## src/rtl/key_pkg.sv

```systemverilog
// key_pkg: shared FSM state type and 50 MHz default timing constants for the key conditioner
package key_pkg;
    typedef enum logic [1:0] {KEY_IDLE, KEY_PRESSED, KEY_HELD} key_state_t;
    localparam int WIPE_50M   = 1_000_000;
    localparam int LONG_50M   = 50_000_000;
    localparam int REPEAT_50M = 10_000_000;
endpackage

```

## src/rtl/key_debounce_chan.sv

```systemverilog
// key_debounce_chan: one key channel (sync, debounce, press/long FSM); auto-repeat built only with KEY_REPEAT_EN
module key_debounce_chan
    import key_pkg::*;
#(
    parameter int WIPE_TIME   = WIPE_50M,
    parameter int LONG_TIME   = LONG_50M,
    parameter int REPEAT_TIME = REPEAT_50M,
    parameter int ACTIVE_LOW  = 1
) (
    input  logic clk,
    input  logic rst,
    input  logic key_in,
    output logic key_level,
    output logic press_pulse,
    output logic release_pulse,
    output logic long_pulse,
    output logic repeat_pulse
);
    localparam int DW = $clog2(WIPE_TIME);
    localparam int HW = $clog2(LONG_TIME);
    localparam logic IDLE_PIN = (ACTIVE_LOW != 0);
    logic s1, s2, sample, flip, go_long;
    logic [DW-1:0] db_cnt;
    logic [HW-1:0] hold_cnt;
    key_state_t state;
    assign sample  = s2 ^ IDLE_PIN;
    assign flip    = (sample != key_level) && (db_cnt == DW'(WIPE_TIME - 1));
    assign go_long = (state == KEY_PRESSED) && !flip && (hold_cnt == HW'(LONG_TIME - 1));
    always_ff @(posedge clk) begin
        if (rst) begin
            s1            <= IDLE_PIN;
            s2            <= IDLE_PIN;
            db_cnt        <= '0;
            key_level     <= 1'b0;
            press_pulse   <= 1'b0;
            release_pulse <= 1'b0;
            long_pulse    <= 1'b0;
            hold_cnt      <= '0;
            state         <= KEY_IDLE;
        end else begin
            s1            <= key_in;
            s2            <= s1;
            db_cnt        <= (sample == key_level || flip) ? '0 : db_cnt + 1'b1;
            key_level     <= flip ? sample : key_level;
            press_pulse   <= flip && sample;
            release_pulse <= flip && !sample;
            long_pulse    <= go_long;
            case (state)
                KEY_IDLE: begin
                    if (flip && sample) begin
                        state    <= KEY_PRESSED;
                        hold_cnt <= '0;
                    end
                end
                KEY_PRESSED: begin
                    if (flip) state <= KEY_IDLE;
                    else if (go_long) state <= KEY_HELD;
                    else hold_cnt <= hold_cnt + 1'b1;
                end
                KEY_HELD: if (flip) state <= KEY_IDLE;
                default: state <= KEY_IDLE;
            endcase
        end
    end
`ifdef KEY_REPEAT_EN
    localparam int RW = $clog2(REPEAT_TIME);
    logic [RW-1:0] rpt_cnt;
    logic rpt_hit;
    assign rpt_hit = rpt_cnt == RW'(REPEAT_TIME - 1);
    always_ff @(posedge clk) begin
        if (rst) begin
            rpt_cnt      <= '0;
            repeat_pulse <= 1'b0;
        end else begin
            repeat_pulse <= (state == KEY_HELD) && !flip && rpt_hit;
            if (go_long) rpt_cnt <= '0;
            else if (state == KEY_HELD && !flip) rpt_cnt <= rpt_hit ? '0 : rpt_cnt + 1'b1;
        end
    end
`else
    assign repeat_pulse = 1'b0;
`endif
endmodule

```

## src/rtl/key_debounce_array.sv

```systemverilog
// key_debounce_array: CH independent key conditioner channels; auto-repeat enabled by KEY_REPEAT_EN
module key_debounce_array
    import key_pkg::*;
#(
    parameter int CH          = 4,
    parameter int WIPE_TIME   = WIPE_50M,
    parameter int LONG_TIME   = LONG_50M,
    parameter int REPEAT_TIME = REPEAT_50M,
    parameter int ACTIVE_LOW  = 1
) (
    input  logic          clk,
    input  logic          rst,
    input  logic [CH-1:0] key_in,
    output logic [CH-1:0] key_level,
    output logic [CH-1:0] press_pulse,
    output logic [CH-1:0] release_pulse,
    output logic [CH-1:0] long_pulse,
    output logic [CH-1:0] repeat_pulse
);
    for (genvar c = 0; c < CH; c++) begin : g_chan
        key_debounce_chan #(
            .WIPE_TIME(WIPE_TIME),
            .LONG_TIME(LONG_TIME),
            .REPEAT_TIME(REPEAT_TIME),
            .ACTIVE_LOW(ACTIVE_LOW)
        ) u_chan (
            .clk(clk),
            .rst(rst),
            .key_in(key_in[c]),
            .key_level(key_level[c]),
            .press_pulse(press_pulse[c]),
            .release_pulse(release_pulse[c]),
            .long_pulse(long_pulse[c]),
            .repeat_pulse(repeat_pulse[c])
        );
    end
endmodule

```

## config.mk

```make
export PLATFORM = sky130hd
export DESIGN_NAME = key_debounce_array
export DESIGN_NICKNAME = d
export VERILOG_FILES = /design/src/rtl/key_pkg.sv /design/src/rtl/key_debounce_chan.sv /design/src/rtl/key_debounce_array.sv
export SDC_FILE = /design/constraint.sdc
export NUM_CORES = 1
export LEC_CHECK = 0
export CORE_UTILIZATION = 30
export DETAILED_ROUTE_END_ITERATION = 8
export GPL_ROUTABILITY_DRIVEN = 0
export PLACE_DENSITY = 0.52
export SYNTH_ARGS = -nofsm -noshare
export SYNTH_HDL_FRONTEND = slang
export SYNTH_HIERARCHICAL = 1
export SYNTH_SLANG_ARGS = --single-unit
```

## constraint.sdc

```tcl
create_clock -name clk -period 2.3 [get_ports clk]
set_input_delay 0.46 -clock clk [delete_from_list [all_inputs] [get_ports clk]]
set_output_delay 0.46 -clock clk [all_outputs]
set_load 0.05 [all_outputs]
```

After elaboration in Yosys (flattened, before gate mapping)
Cells that the tools add are included.
{ "word_totals": {"reg_bits": 216, "inputBits": 6, "output_inout_bits": 20, "word_cells": 176} }
{ "op_classes": {"n_addsub": 8, "n_eq_ne": 44, "mux": 36, "n_bitwise": 4, "n_reduce_logical": 48} }
{ "op_table": {"columns": ["cell", "n"], "rows": [
  ["26-bit 2-to-1 mux", 12],
  ["26-bit one-hot mux with 2 select lines", 4],
  ["26-bit by 1-bit adder with 26-bit output, second input constant", 4],
  ["26-bit equality test, second input constant", 4],
  ["20-bit by 1-bit adder with 20-bit output, second input constant", 4],
  ["20-bit equality test, second input constant", 4],
  ["2-bit 2-to-1 mux", 16],
  ["2-bit one-hot mux with 3 select lines", 4],
  ["1-bit logical AND", 20],
  ["2-bit by 1-bit inequality test with 1-bit output, second input constant", 8],
  ["2-bit inequality test, second input constant", 8],
  ["4-bit AND reduction", 4],
  ["3-bit by 1-bit inequality test with 1-bit output, second input constant", 4],
  ["3-bit AND reduction", 4],
  ["2-bit by 1-bit equality test with 1-bit output, second input constant", 4],
  ["2-bit equality test, second input constant", 4],
  ["2-bit zero test", 4],
  ["2-bit nonzero test", 4],
  ["2-bit OR reduction", 4],
  ["1-bit equality test", 4],
  ["1-bit zero test", 4],
  ["1-bit logical OR", 4],
  ["1-bit inequality test", 4],
  ["1-bit inverter", 4]
]} }

Depth between registers and ports, before layout
{ "depth": {"depth_word": 9, "depth_mapped": 9, "ltp_nobuf": 7} }

Cells and area by module
The synthesis kept the hierarchy.
{ "by_module_without_submodules": {"columns": ["module", "instances", "cells_each", "area_each_um2", "seq_area_each_um2"], "rows": [
  ["key_debounce_chan at g_chan[0].u_chan ...", 3, 295, 2482.4, 1081.0],
  ["key_debounce_chan at g_chan[3].u_chan", 1, 310, 2875.3, 1081.0]
]} }

Worst setup path after synthesis
No wires, ideal clock.
{ "synth_timing": {"kind": "reg2reg", "from": "reg g_chan[0].u_chan.db_cnt[8]", "to": "reg g_chan[0].u_chan.hold_cnt[1]", "setup_time_ps": 117, "t_arrival_ps": 2318, "t_required_ps": 2183, "slack_ps": -135, "path_stages_with_launch": 9, "n_path_buf": 2, "period_less_slack_ps": 2435, "path_cell_list": "dfxtp_1 > or4b_1 > or4_4 > o31a_1 > a21oi_2 > buf_6 > buf_4 > mux2i_1 > nor2_1"} }
{ "synth_via": {"elab_chain_cells": 7, "elab_cells_between_ends": 10, "classes_between": "4 x eq/ne; 6 x reduce/logical"} }
{ "synth_lines": {"columns": ["element", "line", "rtl"], "rows": [
  ["start: declaration", "key_debounce_chan.sv:23", "logic [DW-1:0] db_cnt;"],
  ["start signal: assignment", "key_debounce_chan.sv:43", "db_cnt <= (sample == key_level || flip) ? '0 : db_cnt + 1'b1;"],
  ["20-bit equality test (*)", "key_debounce_chan.sv:27", "assign flip = (sample != key_level) && (db_cnt == DW'(WIPE_TIME - 1));"],
  ["1-bit logical AND (*)", "key_debounce_chan.sv:27", null],
  ["1-bit zero test", "key_debounce_chan.sv:28", "assign go_long = (state == KEY_PRESSED) && !flip && (hold_cnt == HW'(LONG_TIME - 1));"],
  ["1-bit logical AND (2 in a row)", "key_debounce_chan.sv:28", null],
  ["2-bit inequality test (no line)", null, null],
  ["4-bit AND reduction (no line) (*)", null, null],
  ["end signal: assignment", "key_debounce_chan.sv:58", "else hold_cnt <= hold_cnt + 1'b1;"],
  ["end: declaration", "key_debounce_chan.sv:24", "logic [HW-1:0] hold_cnt;"]
]} }
Every way passes the cells marked *; elsewhere a longest branch is shown, timed or not.
A chain may end at the register's enable or synchronous reset.

Worst setup path after layout
{ "layout_timing": {"from": "reg g_chan[2].u_chan.db_cnt[15]", "to": "reg g_chan[2].u_chan.hold_cnt[5]"} }
{ "layout_via": {"elab_chain_cells": 7, "elab_cells_between_ends": 10, "classes_between": "4 x eq/ne; 6 x reduce/logical"} }
{ "layout_lines": {"columns": ["element", "line"], "rows": [
  ["start: declaration", "key_debounce_chan.sv:23"],
  ["start signal: assignment", "key_debounce_chan.sv:43"],
  ["20-bit equality test (*)", "key_debounce_chan.sv:27"],
  ["1-bit logical AND (*)", "key_debounce_chan.sv:27"],
  ["1-bit zero test", "key_debounce_chan.sv:28"],
  ["1-bit logical AND (2 in a row)", "key_debounce_chan.sv:28"],
  ["2-bit inequality test (no line)", null],
  ["4-bit AND reduction (no line) (*)", null],
  ["end signal: assignment", "key_debounce_chan.sv:58"],
  ["end: declaration", "key_debounce_chan.sv:24"]
]} }
Marked as above.

==> impl_metrics.py <==
metrics = {
    "outcome": {
        "status": "finished with violations",
        "violations": "setup timing",
    },
    "power": {
        "finalPower_mw": 8.24,
        "leakage_nw": 4.24,
        "pwr_density_cell_nw_per_um2": 638,
        "worst_ir_drop_vdd_mv": 0.450,
    },
    "worst_setup_path": {
        "crit_path_end_kind": "flip-flop",
        "path_cells": "or4bb_1, or4_4, and4bb_1, a21oi_2, buf_4, or4_4, a21oi_2",
        "slowest_stage": "or4_4",
        "path_buf_inv": 1,
        "cp_top_family": "simple AND/OR/NAND/NOR gates",
        "cp.required_ps": 2760,
        "cp-start-kind": "flip-flop",
        "ff2ff_setup_slack_ps": -220,
        "crit_type": "flip-flop to flip-flop",
        "startpoint": "g_chan[2].u_chan/db_cnt[15]$_SDFF_PP0_",
        "cp.depth": 7,
        "reg2reg_to": "g_chan[2].u_chan/hold_cnt[5]$_SDFFE_PP0P_",
        "r2r-start": "g_chan[2].u_chan/db_cnt[15]$_SDFF_PP0_",
        "slowest_delay_ps": 560,
        "crit_end": "g_chan[2].u_chan/hold_cnt[5]$_SDFFE_PP0P_",
        "worstPathMaxFanout": 3,
        "ff2ff_path_depth": 7,
        "crit_arrival_ps": 2990,
    },
    "final_layout": {
        "final_cells": 1772,
        "fill_cells": 3381,
        "fin_nets": 1319,
        "drive_above_1_share_pct": 18.3,
        "seqCellArea_sq_um": 4330,
        "multi_input_area_sq_um": 5850,
        "fin_area_sq_um": 12900,
        "syn2layout_area_growth_pct": 25.0,
        "n_antenna_cell": 0,
        "fin_util_pct": 38.3,
    },
    "routing": {
        "drt-wirelength-per-cell_um": 12.6,
        "drt_wl_total_um": 22300,
        "vias_per_cell": 4.80,
        "firstDrtPassIters": 6,
        "vias": 8507,
        "route.detailed.drc": 0,
        "drt_iter0_markers": 383,
        "postRouteAntennaNets": 0,
    },
    "synth": {
        "postSynthCellCount": 1195,
        "syn_area_sq_um": 10300,
        "synthArstFlopShare_pct": 0,
        "synth_seq_cells": 216,
        "synth_enable_flop_cells": 0,
        "yosys_warnings": 6,
        "mappedNetlistNets": 1209,
        "yosysSeqAreaShare_pct": 41.9,
        "dominantRegCellSynth": "dfxtp_1",
        "syn_area_per_cell_sq_um": 8.64,
        "synth.distinct_cells": 64,
    },
    "timing": {
        "final_hold_viol_count": 0,
        "tightest_slew_ps": 525,
        "finalSetupViolCount": 63,
        "fin_skew_ps": 7.95,
        "fin_setup_tns_ps": -7670,
        "fin_crit_ps": 2520,
        "final.setup.worst_slack_ps": -224,
        "hold_slack_ps": 324,
        "slew_headroom_pct": 64.9,
        "max_freq_mhz": 396,
        "min_period_over_period_pct": 110,
        "rsz0062_at_grt": "yes",
        "drv_slew": 0,
    },
    "floorplan": {
        "core_area_sq_um": 33700,
        "die_w_um": 187,
        "start_util_pct": 30.6,
        "row_count": 67,
        "dieArea_sq_um": 35200,
        "ios": 26,
        "fp.dieH_um": 187,
    },
    "cts": {
        "cts_tree": "yes",
        "cts_hold_buf": 0,
        "clock_tree.buffer_depth": 3,
        "clk_latency_ps": 520,
        "clkTransAtPathRegs_ps": 60,
        "cts.sinks": 216,
        "htree_num_levels": 1,
        "cts_buffers": 26,
        "cts_root_buf": "clkbuf_16",
    },
    "global_route": {
        "grt_antenna_before_repair": 0,
        "grt_max_degree": 40,
        "grt_pass1_vias": 8175,
        "gr-total-overflow": 0,
        "grt_use_total_pct": 12.4,
        "grt_pass1_wl_um": 38100,
    },
    "job": {
        "cap_violations": 0,
    },
    "place": {
        "port_buffers": 21,
        "placed_area_sq_um": 11600,
        "pre_cts_ws_ps": -233,
        "place_inst": 1713,
        "dpl.hpwl_um": 14800,
    },
    "hold_path": {
        "hold_class": "primary input to flip-flop",
    },
}
==> placed cells by master, fill, tap and decap left out, types with 7 or more instances in the layout <==
cell,instances
or4_1,20
nand2_1,95
clkbuf_16,27
o31ai_1,19
nor4_1,16
dfxtp_2,8
dfxtp_1,208
inv_1,14
and2_1,11
nand3_1,67
and4_1,14
a21oi_1,26
buf_6,17
clkbuf_8,9
xnor2_1,86
clkdlybuf4s50_1,17
nor4b_1,9
buf_12,7
nand4_1,35
xor2_1,38
nand2b_1,11
buf_4,87
o21ai_0,15
or3_1,24
or2_2,16
and3_1,26
nor2_1,187
a21boi_1,14
nor3_1,48
a21oi_2,7
mux2i_1,14
ha_1,8
==> area by class of cell <==
cell class | instances | area share (%)
inverter | 15 | 0.436
clock inverter | 6 | 0.844
sequential | 216 | 33.6
timing repair buffer | 131 | 9.15
clock buffer | 41 | 6.34
tap | 448 | 4.34
multi-input combinational | 915 | 45.3
==> synth_stat cells (all sizes together), types with 15 or more instances <==
cell | instances | area, sq um
clkbuf | 15 | 56.3
buf | 34 | 245
nand3 | 67 | 335
or4 | 26 | 206
a21oi | 34 | 181
o31ai | 23 | 188
nand4 | 39 | 278
nand2 | 95 | 357
and3 | 26 | 163
nor3 | 59 | 305
dfxtp | 216 | 4320
xor2 | 38 | 333
inv | 15 | 56.3
nor4 | 25 | 209
xnor2 | 86 | 753
or3 | 26 | 168
or2 | 19 | 119
o21ai | 22 | 121
nor2 | 190 | 713
==> worst register-to-register path, stage by stage, from the launching register on <==
cell and delay, ps:
dfxtp_2 310, or4bb_1 490, or4_4 560, and4bb_1 300, a21oi_2 60, buf_4 140
or4_4 470, a21oi_2 130
==> cells by family after synthesis <==
kind of cell,synth area share (%)
XOR/XNOR,10.5
AO/OA/AOI/OAI,6.80
adder cells (fa/ha/maj),0.970
AND/OR/NAND/NOR,34.8
buffers and inverters,3.47
flip-flops,41.9
multiplexers,1.36
other,0.145
==> timing repair <==
action | 4_1_cts | 5_1_grt
gates cloned | 3 | 1
buffers inserted | 3 | 5
setup endpoints to repair | 64 | 107
resized for setup | 23 | 45
hold endpoints to repair | 0 | 0
pin swaps | 16 | 31
==> power by group <==
| part | total (mW) | leakage, nW | switching, mW | internal, mW |
|---|---|---|---|---|
| logic | 0.132 | 2.03 | 0.0859 | 0.0462 |
| registers | 3.76 | 1.75 | 0.00530 | 3.75 |
| clock network | 4.35 | 0.458 | 1.59 | 2.76 |
| total | 8.24 | 4.24 | 1.68 | 6.56 |
==> worst min path at each step <==
stage / start / end / slack [ps] / depth (start not counted)
after floorplan: g_chan[0].u_chan/s1$_SDFF_PP1_ / g_chan[0].u_chan/s2$_SDFF_PP1_ / 390 / 1
after global placement: g_chan[3].u_chan/s1$_SDFF_PP1_ / g_chan[3].u_chan/s2$_SDFF_PP1_ / 390 / 1
after detailed placement: g_chan[1].u_chan/s1$_SDFF_PP1_ / g_chan[1].u_chan/s2$_SDFF_PP1_ / 390 / 1
after CTS: rst / g_chan[2].u_chan/state[0]$_SDFFE_PP0P_ / 320 / 2
after global routing: rst / g_chan[2].u_chan/state[0]$_SDFFE_PP0P_ / 330 / 2
final: rst / g_chan[2].u_chan/state[0]$_SDFFE_PP0P_ / 320 / 2
==> layer usage <==
| layer | vias to the layer above | share of wire [%] | routed length, um | GRT usage [%] |
|---|---|---|---|---|
| met5 | - | 0 | 0 | 0 |
| met4 | 0 | 2.1 | 460 | 3.03 |
| met3 | 35 | 2.6 | 587 | 2.06 |
| met2 | 61 | 46 | 10200 | 21.0 |
| met1 | 3976 | 50 | 11000 | 16.5 |
| li1 | 4435 | - | - | - |
==> sequential cells by signal, indices dropped and copies added (netlist names) <==
register                     count
g_chan.u_chan/press_pulse        4
g_chan.u_chan/release_pulse      4
g_chan.u_chan/s2                 4
g_chan.u_chan/hold_cnt         104
g_chan.u_chan/state              8
g_chan.u_chan/s1                 4
g_chan.u_chan/db_cnt            80
g_chan.u_chan/key_level          4
g_chan.u_chan/long_pulse         4
Note: power is estimated with default switching activity, not from simulation.
